<file path="src/rtl/fpu_mul_pipe_if.sv">
// Operand/result bus of the pipelined floating-point multiplier.
// The master side (operand muxes / bench) drives operands, valid and stall;
// the slave side (the multiplier) returns the product and exception flags.
interface fpu_mul_pipe_if #(
    parameter int EXP_W = 8,
    parameter int MAN_W = 23
);
    localparam int SIZE_DATA = 1 + EXP_W + MAN_W;

    logic                 i_stall;
    logic                 i_valid;
    logic [SIZE_DATA-1:0] i_a;
    logic [SIZE_DATA-1:0] i_b;
    logic                 o_valid;
    logic [SIZE_DATA-1:0] o_mul;
    logic                 o_invalid;
    logic                 o_overflow;
    logic                 o_underflow;

    modport master (
        output i_stall, i_valid, i_a, i_b,
        input  o_valid, o_mul, o_invalid, o_overflow, o_underflow
    );

    modport slave (
        input  i_stall, i_valid, i_a, i_b,
        output o_valid, o_mul, o_invalid, o_overflow, o_underflow
    );
endinterface

</file>
<file path="src/rtl/fpu_mul_pipe.sv">
// Three-stage pipelined IEEE-754-style multiplier (unpack / multiply /
// normalise-round-pack) with global stall, round-to-nearest-even,
// flush-to-zero of subnormal inputs and results, and exception flags.
module fpu_mul_pipe #(
    parameter int EXP_W = 8,
    parameter int MAN_W = 23
) (
    input  logic            i_clk,
    input  logic            i_rst_n,
    fpu_mul_pipe_if.slave   bus
);
    localparam int SIZE_DATA = 1 + EXP_W + MAN_W;
    localparam int SIG_W     = MAN_W + 1;
    localparam int PROD_W    = 2 * SIG_W;
    localparam int SEXP_W    = EXP_W + 2;

    localparam logic [EXP_W-1:0]         EMAX   = '1;
    localparam logic signed [SEXP_W-1:0] BIAS_S = SEXP_W'((1 << (EXP_W - 1)) - 1);
    localparam logic signed [SEXP_W-1:0] EMAX_S = SEXP_W'((1 << EXP_W) - 1);
    localparam logic signed [SEXP_W-1:0] ZERO_S = '0;
    localparam logic signed [SEXP_W-1:0] ONE_S  = SEXP_W'(1);
    localparam logic [SIZE_DATA-1:0]     QNAN   = {1'b0, {EXP_W{1'b1}}, 1'b1, {(MAN_W-1){1'b0}}};

    // unpack fields
    logic                     sign_a, sign_b;
    logic [EXP_W-1:0]         exp_a, exp_b;
    logic [MAN_W-1:0]         frac_a, frac_b;
    logic                     zero_a, zero_b, inf_a, inf_b, nan_a, nan_b;
    logic                     cls_nan, cls_inf, cls_zero;
    logic signed [SEXP_W-1:0] exp_sum;

    // stage 1 registers
    logic                     s1_valid, s1_sign, s1_nan, s1_inf, s1_zero;
    logic signed [SEXP_W-1:0] s1_exp;
    logic [SIG_W-1:0]         s1_sig_a, s1_sig_b;

    // stage 2 registers
    logic                     s2_valid, s2_sign, s2_nan, s2_inf, s2_zero;
    logic signed [SEXP_W-1:0] s2_exp;
    logic [PROD_W-1:0]        s2_prod;

    // stage 3 combinational results
    logic                     hi;
    logic signed [SEXP_W-1:0] norm_exp, exp_final;
    logic [MAN_W-1:0]         man, man_final;
    logic                     guard, sticky, round_up;
    logic [MAN_W:0]           man_rnd;
    logic [SIZE_DATA-1:0]     result;
    logic                     f_inv, f_ovf, f_unf;

    // Classify operands; subnormals (exp=0) are treated as zero.
    always_comb begin
        sign_a   = bus.i_a[SIZE_DATA-1];
        sign_b   = bus.i_b[SIZE_DATA-1];
        exp_a    = bus.i_a[SIZE_DATA-2 -: EXP_W];
        exp_b    = bus.i_b[SIZE_DATA-2 -: EXP_W];
        frac_a   = bus.i_a[MAN_W-1:0];
        frac_b   = bus.i_b[MAN_W-1:0];
        zero_a   = (exp_a == '0);
        zero_b   = (exp_b == '0);
        inf_a    = (exp_a == EMAX) && (frac_a == '0);
        inf_b    = (exp_b == EMAX) && (frac_b == '0);
        nan_a    = (exp_a == EMAX) && (frac_a != '0);
        nan_b    = (exp_b == EMAX) && (frac_b != '0);
        cls_nan  = nan_a | nan_b | (inf_a & zero_b) | (inf_b & zero_a);
        cls_inf  = inf_a | inf_b;
        cls_zero = zero_a | zero_b;
        exp_sum  = $signed({2'b00, exp_a}) + $signed({2'b00, exp_b}) - BIAS_S;
    end

    // Stage 1: register sign, biased exponent sum, significands and class.
    always_ff @(posedge i_clk or negedge i_rst_n) begin
        if (!i_rst_n) begin
            s1_valid <= 1'b0;
            s1_sign  <= 1'b0;
            s1_nan   <= 1'b0;
            s1_inf   <= 1'b0;
            s1_zero  <= 1'b0;
            s1_exp   <= '0;
            s1_sig_a <= '0;
            s1_sig_b <= '0;
        end else if (!bus.i_stall) begin
            s1_valid <= bus.i_valid;
            s1_sign  <= sign_a ^ sign_b;
            s1_nan   <= cls_nan;
            s1_inf   <= cls_inf;
            s1_zero  <= cls_zero;
            s1_exp   <= exp_sum;
            s1_sig_a <= {1'b1, frac_a};
            s1_sig_b <= {1'b1, frac_b};
        end
    end

    // Stage 2: full-width significand product, class and exponent carried along.
    always_ff @(posedge i_clk or negedge i_rst_n) begin
        if (!i_rst_n) begin
            s2_valid <= 1'b0;
            s2_sign  <= 1'b0;
            s2_nan   <= 1'b0;
            s2_inf   <= 1'b0;
            s2_zero  <= 1'b0;
            s2_exp   <= '0;
            s2_prod  <= '0;
        end else if (!bus.i_stall) begin
            s2_valid <= s1_valid;
            s2_sign  <= s1_sign;
            s2_nan   <= s1_nan;
            s2_inf   <= s1_inf;
            s2_zero  <= s1_zero;
            s2_exp   <= s1_exp;
            s2_prod  <= PROD_W'(s1_sig_a) * PROD_W'(s1_sig_b);
        end
    end

    // Normalise the product, round to nearest even, then pick the final result.
    always_comb begin
        hi = s2_prod[PROD_W-1];
        if (hi) begin
            norm_exp = s2_exp + ONE_S;
            man      = s2_prod[PROD_W-2 -: MAN_W];
            guard    = s2_prod[MAN_W];
            sticky   = |s2_prod[MAN_W-1:0];
        end else begin
            norm_exp = s2_exp;
            man      = s2_prod[PROD_W-3 -: MAN_W];
            guard    = s2_prod[MAN_W-1];
            sticky   = |s2_prod[MAN_W-2:0];
        end
        round_up = guard & (sticky | man[0]);
        man_rnd  = {1'b0, man} + {{MAN_W{1'b0}}, round_up};
        if (man_rnd[MAN_W]) begin
            man_final = '0;
            exp_final = norm_exp + ONE_S;
        end else begin
            man_final = man_rnd[MAN_W-1:0];
            exp_final = norm_exp;
        end

        result = {s2_sign, exp_final[EXP_W-1:0], man_final};
        f_inv  = 1'b0;
        f_ovf  = 1'b0;
        f_unf  = 1'b0;
        if (s2_nan) begin
            result = QNAN;
            f_inv  = 1'b1;
        end else if (s2_inf) begin
            result = {s2_sign, EMAX, {MAN_W{1'b0}}};
        end else if (s2_zero) begin
            result = {s2_sign, {(SIZE_DATA-1){1'b0}}};
        end else if (exp_final >= EMAX_S) begin
            result = {s2_sign, EMAX, {MAN_W{1'b0}}};
            f_ovf  = 1'b1;
        end else if (exp_final <= ZERO_S) begin
            result = {s2_sign, {(SIZE_DATA-1){1'b0}}};
            f_unf  = 1'b1;
        end
    end

    // Stage 3: output register; flags are gated so bubbles never carry flags.
    always_ff @(posedge i_clk or negedge i_rst_n) begin
        if (!i_rst_n) begin
            bus.o_valid     <= 1'b0;
            bus.o_mul       <= '0;
            bus.o_invalid   <= 1'b0;
            bus.o_overflow  <= 1'b0;
            bus.o_underflow <= 1'b0;
        end else if (!bus.i_stall) begin
            bus.o_valid     <= s2_valid;
            bus.o_mul       <= result;
            bus.o_invalid   <= f_inv & s2_valid;
            bus.o_overflow  <= f_ovf & s2_valid;
            bus.o_underflow <= f_unf & s2_valid;
        end
    end
endmodule
</file>
<file path="src/flat_wrapper.sv">
// flat-port wrapper written by rule: the top's interface ports become plain ports
module fpu_mul_pipe_flat 
#(
    parameter int EXP_W = 8,
    parameter int MAN_W = 23
)
  (i_clk, i_rst_n, bus_i_stall, bus_i_valid, bus_i_a, bus_i_b, bus_o_valid, bus_o_mul, bus_o_invalid, bus_o_overflow, bus_o_underflow);
  fpu_mul_pipe_if #(.EXP_W(EXP_W), .MAN_W(MAN_W)) bus_i ();
  input  logic i_clk;
  input  logic i_rst_n;
  input wire logic [$bits(bus_i.i_stall)-1:0] bus_i_stall;
  input wire logic [$bits(bus_i.i_valid)-1:0] bus_i_valid;
  input wire logic [$bits(bus_i.i_a)-1:0] bus_i_a;
  input wire logic [$bits(bus_i.i_b)-1:0] bus_i_b;
  output wire logic [$bits(bus_i.o_valid)-1:0] bus_o_valid;
  output wire logic [$bits(bus_i.o_mul)-1:0] bus_o_mul;
  output wire logic [$bits(bus_i.o_invalid)-1:0] bus_o_invalid;
  output wire logic [$bits(bus_i.o_overflow)-1:0] bus_o_overflow;
  output wire logic [$bits(bus_i.o_underflow)-1:0] bus_o_underflow;
  assign bus_i.i_stall = bus_i_stall;
  assign bus_i.i_valid = bus_i_valid;
  assign bus_i.i_a = bus_i_a;
  assign bus_i.i_b = bus_i_b;
  assign bus_o_valid = bus_i.o_valid;
  assign bus_o_mul = bus_i.o_mul;
  assign bus_o_invalid = bus_i.o_invalid;
  assign bus_o_overflow = bus_i.o_overflow;
  assign bus_o_underflow = bus_i.o_underflow;
  fpu_mul_pipe #(.EXP_W(EXP_W), .MAN_W(MAN_W)) u_core (.i_clk(i_clk), .i_rst_n(i_rst_n), .bus(bus_i));
endmodule
</file>
<file path="config.mk">
export PLATFORM = sky130hd
export DESIGN_NAME = fpu_mul_pipe_flat
export DESIGN_NICKNAME = d
export VERILOG_FILES = /design/src/rtl/fpu_mul_pipe_if.sv /design/src/rtl/fpu_mul_pipe.sv /design/src/flat_wrapper.sv
export SDC_FILE = /design/constraint.sdc
export NUM_CORES = 2
export LEC_CHECK = 0
export CAP_MARGIN = 15
export CORE_MARGIN = 2
export CORE_UTILIZATION = 33
export CTS_CLUSTER_DIAMETER = 100
export DETAILED_ROUTE_END_ITERATION = 16
export SYNTH_ARGS = -nofsm -noshare
export SYNTH_HDL_FRONTEND = slang
export SYNTH_SLANG_ARGS = --single-unit
</file>
<file path="constraint.sdc">
create_clock -name i_clk -period 8.4 [get_ports i_clk]
set_input_delay 1.26 -clock i_clk [delete_from_list [all_inputs] [get_ports i_clk]]
set_output_delay 1.26 -clock i_clk [all_outputs]
set_load 0.02 [all_outputs]
</file>
# == Word level (Yosys, flattened, before mapping) ==
# Cells that the tools add are included.
# word_totals
ff_bits,162
out_inout_bits,36
input_bits,68
word_cells,76
# classes
mul,1
n_eq_ne,2
reduce_logical,12
magnitude_cmp,2
n_addsub,5
n_mux,21
n_bitwise,13
# op_table
operator,n
$mux 31,4
$mul 24x24->48,1
$logic_not 23->1,2
$mux 23,2
$reduce_bool 23->1,2
$mux 32,1
$add 23x1->24,1
$reduce_or 23->1,1
$reduce_or 22->1,1
$add 10x2->10 const B,2
$mux 10,2
$eq 8x8->1 const B,2
$logic_not 8->1,2
$mux 1,12
$ge 10x9->1 const B,1
$le 10x1->1 const B,1
$sub 10x8->10 const B,1
$add 8x8->9,1
$and 1x1->1,6
$or 1x1->1,6
$logic_and 1x1->1,4
$xor 1x1->1,1

# == Logic depth before layout (Yosys ltp) ==
# logic_depth
ltp_word,13
mapped_depth,26
depth_no_buf,25

# == Worst setup path after synthesis ==
# Ideal clock, no wire load.
# synth_path
path_type,flip-flop to flip-flop
from,register u_core.s1_sig_b[3]
to,register u_core.s2_prod[39]
t_required_ns,8.267
period_less_slack_ns,6.566
arrival_time_ns,6.433
slack_ns,1.834
setup_time_ns,0.133
path_stages_with_launch,26
path_buffers,2
cell_sequence,dfrtp_1 -> clkbuf_1 -> nand2_1 -> fa_1 -> inv_1 -> fa_1 -> inv_1 -> fa_1 -> fa_1 -> inv_1 -> fa_1 -> fa_1 -> inv_1 -> fa_1 -> inv_1 -> ha_1 -> clkbuf_1 -> a21o_1 -> a21o_1 -> a21o_1 -> a221oi_1 -> o31ai_1 -> a31o_2 -> a21boi_0 -> xor2_1 -> o21ai_0
# synth_via
elab_chain_cells,1
# synth_rtl
item,line_no,rtl
from (decl),fpu_mul_pipe.sv:35,"logic [SIG_W-1:0] s1_sig_a, s1_sig_b;"
from (signal assigned),fpu_mul_pipe.sv:90,"s1_sig_b <= {1'b1, frac_b};"
$mul 24x24->48,fpu_mul_pipe.sv:111,s2_prod <= PROD_W'(s1_sig_a) * PROD_W'(s1_sig_b);
to (signal assigned),fpu_mul_pipe.sv:111,
to (decl),fpu_mul_pipe.sv:40,logic [PROD_W-1:0] s2_prod;
# Every way passes these cells.
# A chain may end at the register's enable or synchronous reset.

# == Worst setup path after layout ==
# layout_path
from,register u_core.s1_sig_b[3]
to,register u_core.s2_prod[41]
# Same word-level chain as after synthesis.

==> flow_summary_export.csv <==
group,metric,value,unit
critical_path,worst_path_max_delay_cell,"dfrtp_1",
critical_path,crit_path_start_kind,"flip-flop",
critical_path,cp_max_fo,25,
placement,gp_congestion,0.896,
run,maxCapViolCount,0,
clock_tree,post_cts_buffers,0,
grt,grt_antenna_before_repair,1,
timing,fmax,131,MHz
critical_path,worstSetupEndpointType,"flip-flop",
floorplan,die_area,0.0848,mm²
timing,relSlewSlack,30.6,%
logic_synthesis,syn-num-nets,3675,
logic_synthesis,synth.distinct_cells,80,
clock_tree,clk_latency,0.48,ns
timing,rsz0062_at_grt,"no",
min_path,min_from,"u_core.s1_zero$_DFFE_PN0N_",
clock_tree,cts-buffers-inserted,17,
critical_path,r2r_end,"u_core.s2_prod[41]$_DFFE_PN0N_",
routing,wirelength,69.5,mm
grt,grt_pass1_wl,115,mm
routing,dr.first_iter.drc_count,1174,
logic_synthesis,netlist_area,0.0272,mm²
logic_synthesis,ys_seq_area_share,14.8,%
grt,gr-total-overflow,0,
min_path,hold_path_class,"flip-flop to flip-flop",
critical_path,r2r_slack,0.79,ns
critical_path,r2r-start,"u_core.s1_sig_b[3]$_DFFE_PN0N_",
clock_tree,htree_num_levels,4,
clock_tree,ctsResizeCount,0,
logic_synthesis,synthTopCellsByArea,"fa_1, dfrtp_1, ha_1",
routing,drcViolationCount,0,
timing,fin_skew,0.0111,ns
run_status,status,"completed",
logic_synthesis,syn_avg_cell_area,9.27,µm²
critical_path,crit_family,"adder cells",
floorplan,core-area,0.0818,mm²
grt,grt_max_degree,82,
timing,worst_pin_slew,1.04,ns
routing,routed_via_density,4.90,
floorplan,die_y,291,µm
placement,numPortBuffers,103,
finish,fillers,8287,
timing,finalHoldViolCount,0,
clock_tree,cts_tree,"done",
logic_synthesis,yosysTopAreaCellShare,35.5,%
critical_path,required,8.73,ns
routing,drtPass1Iterations,5,
grt,grt_pass1_vias,20800,
logic_synthesis,synth_edf_count,0,
floorplan,io_pins,104,
finish,layout_common_cells,"inv_1, fa_1, nand2_1, and2_1, ha_1",
floorplan,start_util,33.3,%
finish,area_delta_synth_final,9.44,%
critical_path,critPathMaxStageDelay,0.98,ns
timing,fin_setup_tns,0,ns
critical_path,reg2reg_depth,25,
timing,fin_crit_sh,90.6,%
finish,diodes,0,
logic_synthesis,async_reset_ff_share,100,%
logic_synthesis,yosys_warnings,0,
floorplan,row_count,105,
routing,avgRoutedWirePerCell,17.3,µm
critical_path,cp.arrival,7.93,ns
logic_synthesis,ys_seq_elements,161,
finish,layout-drive-gt1-share,5.28,%
routing,vias,19700,
finish,mostFrequentLayoutCell,"inv_1",
clock_tree,ctsHoldBuffers,0,
clock_tree,cts_root_buf,"clkbuf_16",
timing,setup_violations,0,
finish,nets,3678,
logic_synthesis,yosys.area.top_type,"fa_1",
critical_path,critPathBufInv,7,
clock_tree,clock_path_buffers,2,
placement,hpwl,56.2,mm
logic_synthesis,syn_inst,2938,
clock_tree,cts_sinks,161,
critical_path,criticalPathCategory,"flip-flop to flip-flop",
floorplan,die-width,291,µm
clock_tree,path_clk_slew,0.07,ns
min_path,min_to,"u_core.s1_zero$_DFFE_PN0N_",
grt,grtUsageTotal,17.2,%
timing,slew_viol_final,0,
timing,fin_crit,7.61,ns
logic_synthesis,ys.flop_type,"dfrtp_1",
min_path,holdPathStages,2,
routing,postRouteAntennaNets,0,
==> worst register-to-register path, cell delays in order (launching register included) <==
cell and delay [ns]:
dfrtp_1 0.98, nand2_1 0.20, fa_1 0.57, inv_1 0.05, fa_1 0.48, inv_1 0.06
fa_1 0.53, inv_1 0.05, fa_1 0.50, inv_1 0.06, fa_1 0.56, inv_1 0.06
fa_1 0.47, inv_1 0.05, fa_1 0.51, inv_1 0.05, ha_1 0.37, o21ai_0 0.14
o21ai_0 0.18, a22o_1 0.21, nor2_1 0.09, o31ai_1 0.53, a31o_2 0.33, a41oi_1 0.15
nand4b_1 0.12, o311ai_0 0.15
==> sequential cells by signal, summed over array words and instances (netlist names) <==
register,flops
u_core.s1_valid,1
u_core.s1_nan,1
u_core.s1_exp,10
u_core.bus.o_invalid,1
u_core.s2_nan,1
u_core.s2_valid,1
u_core.bus.o_overflow,1
u_core.s2_exp,10
u_core.s2_prod,48
u_core.bus.o_mul,32
u_core.s1_sig_b,24
u_core.s1_sign,1
u_core.bus.o_valid,1
u_core.s2_zero,1
u_core.bus.o_underflow,1
u_core.s2_sign,1
u_core.s2_inf,1
u_core.s1_inf,1
u_core.s1_zero,1
u_core.s1_sig_a,23
==> cell usage after synthesis, types with 4 or more instances <==
| master | n |
|---|---|
| inv_1 | 555 |
| fa_1 | 483 |
| nand2_1 | 415 |
| and2_1 | 308 |
| ha_1 | 186 |
| dfrtp_1 | 161 |
| clkbuf_1 | 128 |
| o21ai_0 | 87 |
| mux2_2 | 70 |
| nor2_1 | 58 |
| xnor2_1 | 50 |
| a21oi_1 | 46 |
| xor2_1 | 46 |
| nand3_1 | 32 |
| a21o_1 | 27 |
| mux2i_1 | 25 |
| nor3_1 | 21 |
| a22o_1 | 20 |
| nand4_1 | 17 |
| nor4_1 | 17 |
| and3_1 | 13 |
| nand2b_1 | 12 |
| o21bai_1 | 12 |
| o31ai_1 | 10 |
| a211oi_1 | 7 |
| a31oi_1 | 7 |
| buf_1 | 7 |
| nor2b_1 | 7 |
| or4_1 | 7 |
| buf_2 | 6 |
| o22a_1 | 6 |
| and4_1 | 5 |
| buf_6 | 5 |
| a221oi_1 | 4 |
| a41oi_1 | 4 |
| or3_1 | 4 |
==> worst max-delay path by stage <==
| stage | to | startpoint | cells past startpoint | slack (ns) |
|---|---|---|---|---|
| 2_1_floorplan | u_core.s2_prod[39]$_DFFE_PN0N_ | u_core.s1_sig_b[3]$_DFFE_PN0N_ | 25 | 1.83 |
| 3_3_place_gp | u_core.s2_prod[41]$_DFFE_PN0N_ | u_core.s1_sig_b[3]$_DFFE_PN0N_ | 25 | 0.93 |
| 3_5_place_dp | u_core.s2_prod[41]$_DFFE_PN0N_ | u_core.s1_sig_b[3]$_DFFE_PN0N_ | 25 | 0.89 |
| 4_1_cts | u_core.s2_prod[41]$_DFFE_PN0N_ | u_core.s1_sig_b[3]$_DFFE_PN0N_ | 25 | 0.83 |
| 5_1_grt | u_core.s2_prod[36]$_DFFE_PN0N_ | u_core.s1_sig_a[7]$_DFFE_PN0N_ | 21 | 0.52 |
| 6_report | u_core.s2_prod[41]$_DFFE_PN0N_ | u_core.s1_sig_b[3]$_DFFE_PN0N_ | 25 | 0.79 |
==> cell type report <==
class / count / area, µm² / share of cell area [%]
Clock buffer: 17 / 425 / 1.43
Clock inverter: 14 / 159 / 0.533
Inverter: 556 / 2090 / 7.00
Multi-Input combinational cell: 2072 / 20500 / 68.8
Sequential cell: 161 / 4030 / 13.5
Tap cell: 1070 / 1340 / 4.49
Timing Repair Buffer: 133 / 1260 / 4.22
==> logic make-up after synthesis <==
logic type,synth area share (%)
AND/OR/NAND/NOR,17.7
buffers and inverters,9.92
adder cells (fa/ha/maj),44.1
AO/OA/AOI/OAI,6.43
flip-flops,14.8
XOR/XNOR,3.21
multiplexers,3.91
==> metrics by stage <==
| step | setup WS (ns) | std cells | utilization [%] | instance area, µm² | hold slack (ns) |
|---|---|---|---|---|---|
| finish | 0.792 | 4023 | 36.4 | 29800 | 0.472 |
| global route | 0.524 | 4023 | 36.4 | 29800 | 0.505 |
| CTS | 0.827 | 4023 | 36.4 | 29800 | 0.475 |
| detailed placement | 0.889 | 3992 | 35.7 | 29200 | 0.457 |
| global placement | 0.929 | 3992 | 35.7 | 29200 | 0.450 |
| floorplan | 1.83 | 2938 | - | 27200 | 0.438 |
==> layer usage <==
layer	wire (µm)	GRT usage, %
met5	0	0
met4	2070	5.89
met3	3510	3.14
met2	33400	28.2
met1	30500	22.8
Power is not shown: default switching activity piles up to over one toggle a cycle in this logic, so the estimate is an artifact.
